**src/rtl/ram_dump_reader.sv**
```systemverilog
// ---------------------------------------------------------------------------
// ram_dump_reader
//
// Streams a block of bytes out of a small synchronous RAM into a UART
// transmitter. A dump is started with a start pulse while idle; the reader
// then walks the RAM from start_addr for length bytes. The address wraps
// modulo the RAM depth. Each byte goes out through a valid/ready handshake.
//
// Optional feature (macro RAM_DUMP_CLEAR_EN): after the last byte of a
// non-empty dump, the reader pulses ram_clear for one cycle. It then waits
// 65 cycles for the RAM's 64-cycle clear sequence, plus one cycle of margin,
// before signalling done. When the macro is undefined, ram_clear is
// constant 0.
//
// Ports:
//   clock       in   rising-edge clock
//   reset       in   synchronous, active-high reset
//   start       in   begin a dump (only honoured while idle)
//   start_addr  in   [ADDR_W-1:0] first RAM address to read
//   length      in   [ADDR_W:0]   byte count, clamped to the RAM depth
//   busy        out  high whenever the reader is not idle
//   done        out  one-cycle pulse at the end of a dump
//   ram_addr    out  [ADDR_W-1:0] RAM read address (holds outside reads)
//   ram_wr_en   out  RAM write enable, always 0
//   ram_clear   out  RAM clear request (see optional feature above)
//   ram_rdata   in   [DATA_W-1:0] registered RAM read data
//   tx_data     out  [DATA_W-1:0] byte to the transmitter
//   tx_valid    out  tx_data is valid
//   tx_ready    in   transmitter accepts tx_data when tx_valid is high
// ---------------------------------------------------------------------------
module ram_dump_reader #(
  parameter int ADDR_W = 6,
  parameter int DATA_W = 8
) (
  input  logic              clock,
  input  logic              reset,
  input  logic              start,
  input  logic [ADDR_W-1:0] start_addr,
  input  logic [ADDR_W:0]   length,
  output logic              busy,
  output logic              done,
  output logic [ADDR_W-1:0] ram_addr,
  output logic              ram_wr_en,
  output logic              ram_clear,
  input  logic [DATA_W-1:0] ram_rdata,
  output logic [DATA_W-1:0] tx_data,
  output logic              tx_valid,
  input  logic              tx_ready
);

  localparam int            DEPTH   = 1 << ADDR_W;
  localparam logic [ADDR_W:0] MAX_LEN = (ADDR_W + 1)'(DEPTH);

`ifdef RAM_DUMP_CLEAR_EN
  // The RAM needs 64 cycles to clear itself. One extra cycle of margin
  // gives 65 cycles in CLR_WAIT, with the counter running from 0 to 64.
  localparam logic [6:0] CLR_WAIT_LAST = 7'd64;
`endif

  typedef enum logic [2:0] {
    IDLE,
    READ,
    CAPTURE,
    SEND,
    CLEAR,
    CLR_WAIT,
    DONE
  } state_t;

  state_t              state;
  state_t              state_next;
  logic [ADDR_W-1:0]   addr;
  logic [ADDR_W-1:0]   addr_next;
  logic [ADDR_W:0]     remaining;
  logic [ADDR_W:0]     remaining_next;
  logic [ADDR_W-1:0]   ram_addr_q;
  logic [ADDR_W-1:0]   ram_addr_next;
  logic [DATA_W-1:0]   tx_data_q;
  logic [DATA_W-1:0]   tx_data_next;
  logic [ADDR_W:0]     length_clamped;

`ifdef RAM_DUMP_CLEAR_EN
  logic [6:0]          wait_cnt;
  logic [6:0]          wait_next;
`endif

  // Requests longer than the RAM are limited to a single full pass.
  assign length_clamped = (length > MAX_LEN) ? MAX_LEN : length;

  // State and datapath registers. Everything returns to zero or IDLE on
  // reset, so a reset in the middle of a dump abandons it immediately.
  always_ff @(posedge clock) begin
    if (reset) begin
      state      <= IDLE;
      addr       <= '0;
      remaining  <= '0;
      ram_addr_q <= '0;
      tx_data_q  <= '0;
`ifdef RAM_DUMP_CLEAR_EN
      wait_cnt   <= '0;
`endif
    end else begin
      state      <= state_next;
      addr       <= addr_next;
      remaining  <= remaining_next;
      ram_addr_q <= ram_addr_next;
      tx_data_q  <= tx_data_next;
`ifdef RAM_DUMP_CLEAR_EN
      wait_cnt   <= wait_next;
`endif
    end
  end

  // Next-state and datapath updates.
  //
  // ram_addr is loaded only on the transition into READ. As a result, it
  // presents the read address during READ and keeps that value in every
  // other state, including after the final address increment.
  always_comb begin
    state_next     = state;
    addr_next      = addr;
    remaining_next = remaining;
    ram_addr_next  = ram_addr_q;
    tx_data_next   = tx_data_q;
`ifdef RAM_DUMP_CLEAR_EN
    wait_next      = wait_cnt;
`endif

    case (state)
      IDLE: begin
        if (start) begin
          if (length == '0) begin
            state_next = DONE;
          end else begin
            addr_next      = start_addr;
            remaining_next = length_clamped;
            ram_addr_next  = start_addr;
            state_next     = READ;
          end
        end
      end

      READ: begin
        state_next = CAPTURE;
      end

      CAPTURE: begin
        tx_data_next = ram_rdata;
        state_next   = SEND;
      end

      SEND: begin
        if (tx_ready) begin
          remaining_next = remaining - 1'b1;
          addr_next      = addr + 1'b1;
          if (remaining == (ADDR_W + 1)'(1)) begin
`ifdef RAM_DUMP_CLEAR_EN
            state_next = CLEAR;
`else
            state_next = DONE;
`endif
          end else begin
            ram_addr_next = addr + 1'b1;
            state_next    = READ;
          end
        end
      end

      CLEAR: begin
`ifdef RAM_DUMP_CLEAR_EN
        wait_next  = '0;
        state_next = CLR_WAIT;
`else
        state_next = DONE;
`endif
      end

      CLR_WAIT: begin
`ifdef RAM_DUMP_CLEAR_EN
        if (wait_cnt == CLR_WAIT_LAST) begin
          state_next = DONE;
        end else begin
          wait_next = wait_cnt + 1'b1;
        end
`else
        state_next = DONE;
`endif
      end

      DONE: begin
        state_next = IDLE;
      end

      default: begin
        state_next = IDLE;
      end
    endcase
  end

  assign busy      = (state != IDLE);
  assign done      = (state == DONE);
  assign tx_valid  = (state == SEND);
  assign tx_data   = tx_data_q;
  assign ram_addr  = ram_addr_q;
  assign ram_wr_en = 1'b0;

`ifdef RAM_DUMP_CLEAR_EN
  assign ram_clear = (state == CLEAR);
`else
  assign ram_clear = 1'b0;
`endif

endmodule

```
**config.mk**
```make
export PLATFORM = sky130hd
export DESIGN_NAME = ram_dump_reader
export DESIGN_NICKNAME = d
export VERILOG_FILES = /design/src/rtl/ram_dump_reader.sv
export SDC_FILE = /design/constraint.sdc
export NUM_CORES = 1
export LEC_CHECK = 0
export ABC_AREA = 1
export CAP_MARGIN = 30
export CORE_ASPECT_RATIO = 1.2
export CORE_MARGIN = 2
export CORE_UTILIZATION = 45
export DETAILED_ROUTE_END_ITERATION = 8
export DONT_BUFFER_PORTS = 1
export GPL_ROUTABILITY_DRIVEN = 0
export PLACE_DENSITY = 0.61
export SYNTH_ARGS = -nofsm -noshare
export SYNTH_HDL_FRONTEND = slang
export SYNTH_SLANG_ARGS = --single-unit
```
**constraint.sdc**
```tcl
create_clock -name clock -period 1.93 [get_ports clock]
set_input_delay 0.193 -clock clock [delete_from_list [all_inputs] [get_ports clock]]
set_output_delay 0.193 -clock clock [all_outputs]
set_load 0.1 [all_outputs]
```
==> results.toml <==
[status]
status = "complete, no violations"

[cts]
cts_sinks = 30
clk_latency_ns = 0.27
cts_buffers = 5
cts_resized = 0
htree_levels = 2
cts_root_buffer = "clkbuf_8"
cts.clk_slew.worst_paths_ns = 0.07
clk_path_buf_depth = 2
tritoncts = "built"

[timing]
slew_viol_final = 0
fin_crit_sh_pct = 84.3
worstMarginPinSlew_ns = 0.729
postLayoutSetupSlackWorst_ns = 0.303
slew_headroom_pct = 51.4
setup_viol = 0
rsz0062_at_grt = "no"
timing.fmax_mhz = 615
fin_crit_ns = 1.63
finalHoldViolations = 0
fin_skew_ns = 0.00416
fin_setup_tns_ns = 0

[worst_setup_path]
crit_fanout = 15
cp.buffers_inverters = 1
cp_num_cells = 8
worstSetupPathType = "flip-flop to flip-flop"
crit_required_ns = 2.15
cp_data_arrival_time_ns = 1.84
crit_path_frequent_cell = "nand2_1"
start_kind = "flip-flop"
max_stage_delay_ns = 0.41
endpoint_kind = "flip-flop"
crit_chain = "nand2_1, nor2_4, buf_4, or2_2, nand2_1, nand4_1, nand2_1, nor2_1"
r2r_slack_ns = 0.30
path_delay_family = "simple AND/OR/NAND/NOR gates"
reg2reg_depth = 8
slowest_stage = "dfxtp_1"

[logic_synthesis]
yosys_warnings = 0
yosys_most_used_dff = "dfxtp_1"
synth_top_area_cell = "dfxtp_1"
postSynthCellCount = 265
yosysMostFrequentCell = "nand2_1"
synth_edf_count = 0
syn_area_um2 = 1690
synth_common_cells = "nand2_1 (65), nor2_1 (52), dfxtp_1 (30)"
ys_async_sr_fraction_pct = 0
ys_top_cells_by_area = "dfxtp_1 (35%), nand2_1 (14%), nor2_1 (12%)"
synth.distinct_cells = 28
syn_area_per_cell_um2 = 6.39
synth_top_area_share_pct = 35.5
ys_seq_elements = 30
yosysSeqAreaShare_pct = 35.5

[die]
die_x_um = 60.0
io_pins = 44
fp.coreArea_um2 = 3630
die_h_um = 71.2
num_rows = 24
die_area_um2 = 4270
initial_core_util_pct = 46.6

[layout]
postLayoutCellArea_um2 = 1940
num-fill-cells = 388
syn_to_final_growth_pct = 14.9
layout.nets = 310
drive_above_1_share_pct = 14.5
diodes = 0

[power]
netSwitchingFraction_pct = 56.0
p_clk_share_pct = 13.3
vdd_drop_max_mv = 1.11
p_leak_nw = 0.947
seqPwrFrac_pct = 26.0
powerDensity_nw_per_um2 = 2000
pwr-share-comb_pct = 60.8
internal_power_mw = 1.71
netSwitchingPower_mw = 2.18

[global_route]
grt_overflow_total = 0
track_usage_pct = 20.1
grt_pass1_vias = 1513
grt_pass1_wl_um = 6570
antenna_found_initial = 0
grt_max_degree = 26

[drt]
vias_per_cell = 4.82
routedWlPerCell_um = 11.4
drc = 0
routed_wl_um = 3830
vias = 1615
first_pass_iters = 4
postRouteAntennaNets = 0
drt_iter0_markers = 35

[placed_design]
place_area_um2 = 1840
io_buffers = 0
hpwl_um = 2730
place_worst_setup_slack_ns = 0.314

[hold_path]
hold_path_depth = 2
hp-class = "primary input to flip-flop"

[run]
maxCapViolCount = 0
==> per-layer routing <==
layer  share of wire [%]  wire length, um  track usage (%)
met1                  45             1740             25.6
met2                  49             1890             33.5
met3                 4.3              166             3.66
met4                0.81               31             6.67
met5                   0                0                0
==> metrics by stage <==
step,power [mW],hold WS (ns),std cells,util (%)
4_1_cts,3.91,0.0780,335,53.5
2_1_floorplan,3.00,0.262,266,-
3_5_place_dp,3.38,0.266,326,50.7
6_report,3.89,0.0875,335,53.5
5_1_grt,4.21,0.110,335,53.5
3_3_place_gp,3.37,0.263,326,50.7
==> cells by family (layout without fill, tap and decap cells) <==
| family | count (synthesis) | after routing | synth area share (%) |
|---|---|---|---|
| AO/OA/AOI/OAI | 28 | 28 | 8.43 |
| XOR/XNOR | 2 | 2 | 1.03 |
| adder cells (fa/ha/maj) | 3 | 3 | 2.22 |
| buffers and inverters | 39 | 56 | 10.2 |
| flip-flops | 30 | 30 | 35.5 |
| other | 1 | 2 | 0.222 |
| AND/OR/NAND/NOR | 162 | 162 | 42.4 |
==> power by group through the flow <==
stage	clock network, mW	logic, mW	registers, mW
after CTS	0.530	2.37	1.01
after global routing	0.562	2.60	1.04
after floorplan	0	1.22	1.78
final	0.516	2.36	1.01
after global placement	0	2.36	1.02
after detailed placement	0	2.36	1.02
==> cell usage in the layout (no fill, tap or decap), types with 2 or more instances in the layout <==
cell and count:
nand2_2 5, o21ai_0 18, nand3_1 22, o21ai_1 2, ha_1 3, nor2_1 52
nand4_1 7, buf_4 17, clkbuf_8 6, a21oi_1 7, nand2_1 65, or2_2 3
inv_1 27, dfxtp_1 30, nor2_4 2, inv_2 2, conb_1 2
==> flip-flops by register name (all words and copies together), names as in the netlist <==
name	cells
tx_data	8
remaining	7
state	3
addr	6
ram_addr	6
==> path summary, 6_finish.rpt <==
check,startpoint,endpoint
max reg2reg,state[0],ram_addr[4]
min,ram_rdata[1],tx_data[1]
max,state[0],ram_addr[4]
min reg2reg,remaining[5],remaining[5]
==> worst register-to-register path: cells and delay by family, from the launching register on <==
family | cells | cell delay [ns]
flops | 1 | 0.41
simple gates | 7 | 0.77
buf+inv | 1 | 0.40
==> what timing repair did <==
item / in CTS / in global routing
hold buffers: 1 / 0
endpoints found under the hold margin: 5 / 0
setup endpoints to repair: 0 / 0
buffers inserted: 0 / 0
==> cell type report <==
type	instances	area, um^2	area share (%)
multi-input cells	197	935	48.1
well taps	52	65.1	3.35
flip-flops and latches	30	601	30.9
clock buffers	7	86.3	4.44
repair buffers	18	138	7.08
inverters	30	115	5.92
clock inverters	1	5.00	0.257
(Power assumes the default switching activity.)
==> edit 1 (config.mk and constraints unchanged) <==
The 7 states of `state_t` get a one-hot encoding in 7 bits.
--- a/src/rtl/ram_dump_reader.sv
+++ b/src/rtl/ram_dump_reader.sv
@@ -57,14 +57,14 @@
   localparam logic [6:0] CLR_WAIT_LAST = 7'd64;
 `endif
 
-  typedef enum logic [2:0] {
-    IDLE,
-    READ,
-    CAPTURE,
-    SEND,
-    CLEAR,
-    CLR_WAIT,
-    DONE
+  typedef enum logic [6:0] {
+    IDLE     = 7'b0000001,
+    READ     = 7'b0000010,
+    CAPTURE  = 7'b0000100,
+    SEND     = 7'b0001000,
+    CLEAR    = 7'b0010000,
+    CLR_WAIT = 7'b0100000,
+    DONE     = 7'b1000000
   } state_t;
 
   state_t              state;
Check against the original RTL: same outputs for any inputs over 10 cycles, from zero or initial values and one cycle with reset high; not proved beyond that.
==> edit 1 against the original RTL <==
Setup slack worse by 0.054 ns. Routed wire length is 1.8% higher. Cell count rose by 2.7%. Critical path depth is 4 lower. Sequential cell count grew 2. Worst hold slack got worse by 0.0060 ns. First-iteration DRC count up 83%. Design area increased by 7.5%. Clock skew grew 0.0011 ns. Non-clock buffer count up 3. Maximum frequency is 3.2% lower. Synthesized area rose by 8.4%. Synthesized cell count increased by 1.5%. Critical endpoint is now tx_valid. Largest cell class unchanged.
Power is not compared: it rests on default switching activity, and its combinational part moved more than twofold at a synthesized area within 25%.
==> edit 1: results (changes against the original RTL) <==
slew margin rel. 58.2% (+6.9 points); worst setup path startpoint state[0]; critical path's slowest cell dfxtp_1; synthesized area per cell 6.82 um^2 (+6.7%); RR Endpoint addr[5]; max reg flops 8 (unchanged); via count 1645 (+1.9%); Tot Pwr 2.53 mW; WHS 0.0814 ns (-0.00605 ns); pin count of the biggest net entering global routing 21 (-19%); sequential area share after synthesis 34.9% (-0.55 points); Worst Skew 0.00524 ns (+0.00108 ns); clk buf depth 2 (unchanged); Initial DRC Count 64 (+83%); worst hold start ram_rdata[1]; asr flop ratio synth 0% (unchanged); Leakage 1.00 nW; nets@finish 317 (+2.3%); synth unique cells 29 (+3.6%); Setup crit end tx_valid; ys flop type dfxtp_1; crit-path max cell delay 0.33 ns (-0.08 ns); share of layout cells above drive strength 1 21.4% (+6.9 points); Post-DP Area 1990 um^2 (+8.0%); clock root buffer clkbuf_8; Area contributors post-synth dfxtp_1 35%, nor2_1 12%, nand2_1 9.8%, nand3_1 5.5%, inv_1 5.3%; total wire length 3.90 mm (+1.8%); Ys Warns 0 (unchanged); HPWL after DPL 2.92 mm (+6.7%); Setup Buffers After CTS 0 (unchanged); worst path arrival time 1.49 ns (-0.35 ns); Synth top cells by count 57 x nor2_1, 48 x nand2_1, 32 x dfxtp_1, 26 x inv_1, 20 x nand3_1; CP top delay family buffers and inverters; DP Worst Slack 0.305 ns (-0.00930 ns); worst hold path endpoint tx_data[1]; first-pass GRT wire length 6.49 mm (-1.2%); Tmin final 1.68 ns (+0.0540 ns); routed wire length per instance 11.3 um (-0.86%); GRT Overall Usage 18.0% (-2.1 points); placed cells 335 (+2.8%); status complete, no violations; vias in the first global route 1525 (+0.79%); worst-path fanout max 12 (-3)
[edit 1: logic make-up (layout without fill, tap and decap cells)]
kind of cell,Yosys count,in the layout,synth area share [%]
adder cells (fa/ha/maj),3,3,2.05
XOR/XNOR,1,1,0.478
AO/OA/AOI/OAI,33,33,9.96
other,1,2,0.204
AND/OR/NAND/NOR,160,160,41.1
buffers and inverters,39,59,11.3
flip-flops,32,32,34.9
[edit 1: final cells by class]
type / instances / area, um^2
sequential: 32 / 641
clock buffer: 8 / 90.1
inverter: 30 / 118
tap: 54 / 67.6
multi-input combinational: 199 / 1000
timing repair buffer: 21 / 173
fill: 419 / 1850
[edit 1: what timing repair did]
action                                  in CTS  in global routing
endpoints found under the setup margin       0                  0
hold buffers                                 1                  0
hold endpoints to repair                     5                  0
[edit 1: layer usage]
layer	global-route usage, %	wire length (um)	vias up	part of all wire (%)
li1	-	-	886	-
met1	19.1	1730	710	44
met2	32.9	1860	39	48
met3	5.60	213	10	5.5
met4	9.38	87	0	2.2
met5	0	0	-	0
==> edit 2 (same settings) <==
Without the edit above. `DATA_W`: 8 -> 7.
--- a/src/rtl/ram_dump_reader.sv
+++ b/src/rtl/ram_dump_reader.sv
@@ -30,7 +30,7 @@
 // ---------------------------------------------------------------------------
 module ram_dump_reader #(
   parameter int ADDR_W = 6,
-  parameter int DATA_W = 8
+  parameter int DATA_W = 7
 ) (
   input  logic              clock,
   input  logic              reset,
Ports: changed (resized ram_rdata and tx_data); port bits go from 44 to 42. The function was not compared with the original's and may differ.
==> edit 2 against the original RTL <==
Setup slack better by 0.050 ns. Routed wire length down 4.7%. Sequential cell count down 1. Global-route usage down 1.1 points. Cell count down 6.6%. Synthesized area down 2.0%. Critical path type unchanged. Die area down 1.9%. Design area down 1.9%. Highest routed layer unchanged.
Power is left out: the tool's default activity adds up to more than one toggle a clock period on the data nets, which glitch-free logic cannot reach.
==> edit 2: results (changes against the original RTL) <==
share of layout cells above drive strength 1 15.3% (+0.84 points); Area contributors post-synth dfxtp_1 35%, nand2_1 13%, nor2_1 11%, nand3_1 6.6%, inv_1 5.7%; final cell count without fillers 313 (-6.6%); clock root buffer clkbuf_8; n_diodes 0 (unchanged); Synth top cells by count 59 x nand2_1, 49 x nor2_1, 29 x dfxtp_1, 25 x inv_1, 22 x nand3_1; Slew @ Worst Pin 0.653 ns (-0.0759 ns); synth unique cells 27 (-3.6%); Post-CTS Resized 0 (unchanged); worst-path fanout max 6 (-9); H-tree Lvls 2 (unchanged); Setup Buffers After CTS 0 (unchanged); RR Endpoint remaining[2]; worst hold path endpoint tx_data[2]; Hold Path Class in2reg; r2r setup slk 0.35 ns (+0.05 ns); crit-path max cell delay 0.41 ns (about the same); Initial DRC Count 43 (+23%); worst hold start ram_rdata[2]; vias in the first global route 1425 (-5.8%); routed wire length per instance 11.6 um (+2.0%); Reg-to-Reg Start state[0]; # port buffers 0 (unchanged); Post-DP Area 1800 um^2 (-2.6%); status complete, no violations; pin count of the biggest net entering global routing 24 (-7.7%); HPWL after DPL 2.75 mm (+0.53%); GRT Overall Usage 19.0% (-1.1 points); sequential area share after synthesis 35.0% (-0.48 points); clk buf depth 2 (unchanged); Ys Warns 0 (unchanged); first-pass GRT wire length 6.04 mm (-8.1%); placed cells 304 (-6.7%); synthesized area per cell 6.51 um^2 (+1.8%); DRT Pass-1 Iters 4 (unchanged); Worst Skew 0.00641 ns (+0.00224 ns); asr flop ratio synth 0% (unchanged); DR vias/cell 5.02 (+4.1%); r2r worst-path depth 7 (-1); nets@finish 300 (-3.2%); ys flop type dfxtp_1; worst path arrival time 1.79 ns (-0.05 ns)
[edit 2: worst max path at each step]
| stage | startpoint | end | slack (ns) |
|---|---|---|---|
| after floorplan | state[2] | done | 0.07 |
| after detailed placement | state[0] | remaining[6] | 0.36 |
| after CTS | state[0] | remaining[2] | 0.35 |
| final | state[0] | remaining[2] | 0.35 |
| after global routing | state[0] | state[1] | 0.18 |
| after global placement | state[0] | remaining[2] | 0.40 |
[edit 2: cells by family after synthesis]
family	synth area share [%]
simple gates	43.0
buf+inv	9.73
compound gates	8.75
flops	35.0
fa+ha+maj	2.26
xor+xnor	1.06
other cells	0.226
[edit 2: routing by layer]
layer  wire length (um)  part of all wire (%)  track usage [%]  up-vias
met5                  0                     0                0        -
met1               1530                    42             22.8      681
met2               1860                    51             31.6       40
li1                   -                     -                -      845
met3                211                   5.8             6.11        5
met4                 43                   1.2             6.06        0
[edit 2: what timing repair did]
action,CTS,global route
endpoints found under the setup margin,0,0
hold endpoints to repair,6,0
hold buffers,1,0
[edit 2: critical path, delay by kind of cell (launching register included)]
kind            cells  cell delay (ns)
simple gates        4             0.45
compound gates      2             0.29
buf+inv             1             0.36
flops               1             0.41
[edit 2: final cells by class]
cell class              count  area, um^2
clock inverters             1        5.00
repair buffers             18         138
multi-input cells         192         932
fillers                   390        1670
well taps                  39        48.8
inverters                  27         106
clock buffers               7        96.3
flip-flops and latches     29         581
[edit 2: stage by stage]
| stage | hold slack [ns] | worst slack, ns |
|---|---|---|
| after floorplan | 0.262 | 0.0691 |
| after global placement | 0.264 | 0.399 |
| after detailed placement | 0.266 | 0.363 |
| after CTS | 0.0759 | 0.350 |
| after global routing | 0.0997 | 0.178 |
| final | 0.0821 | 0.354 |
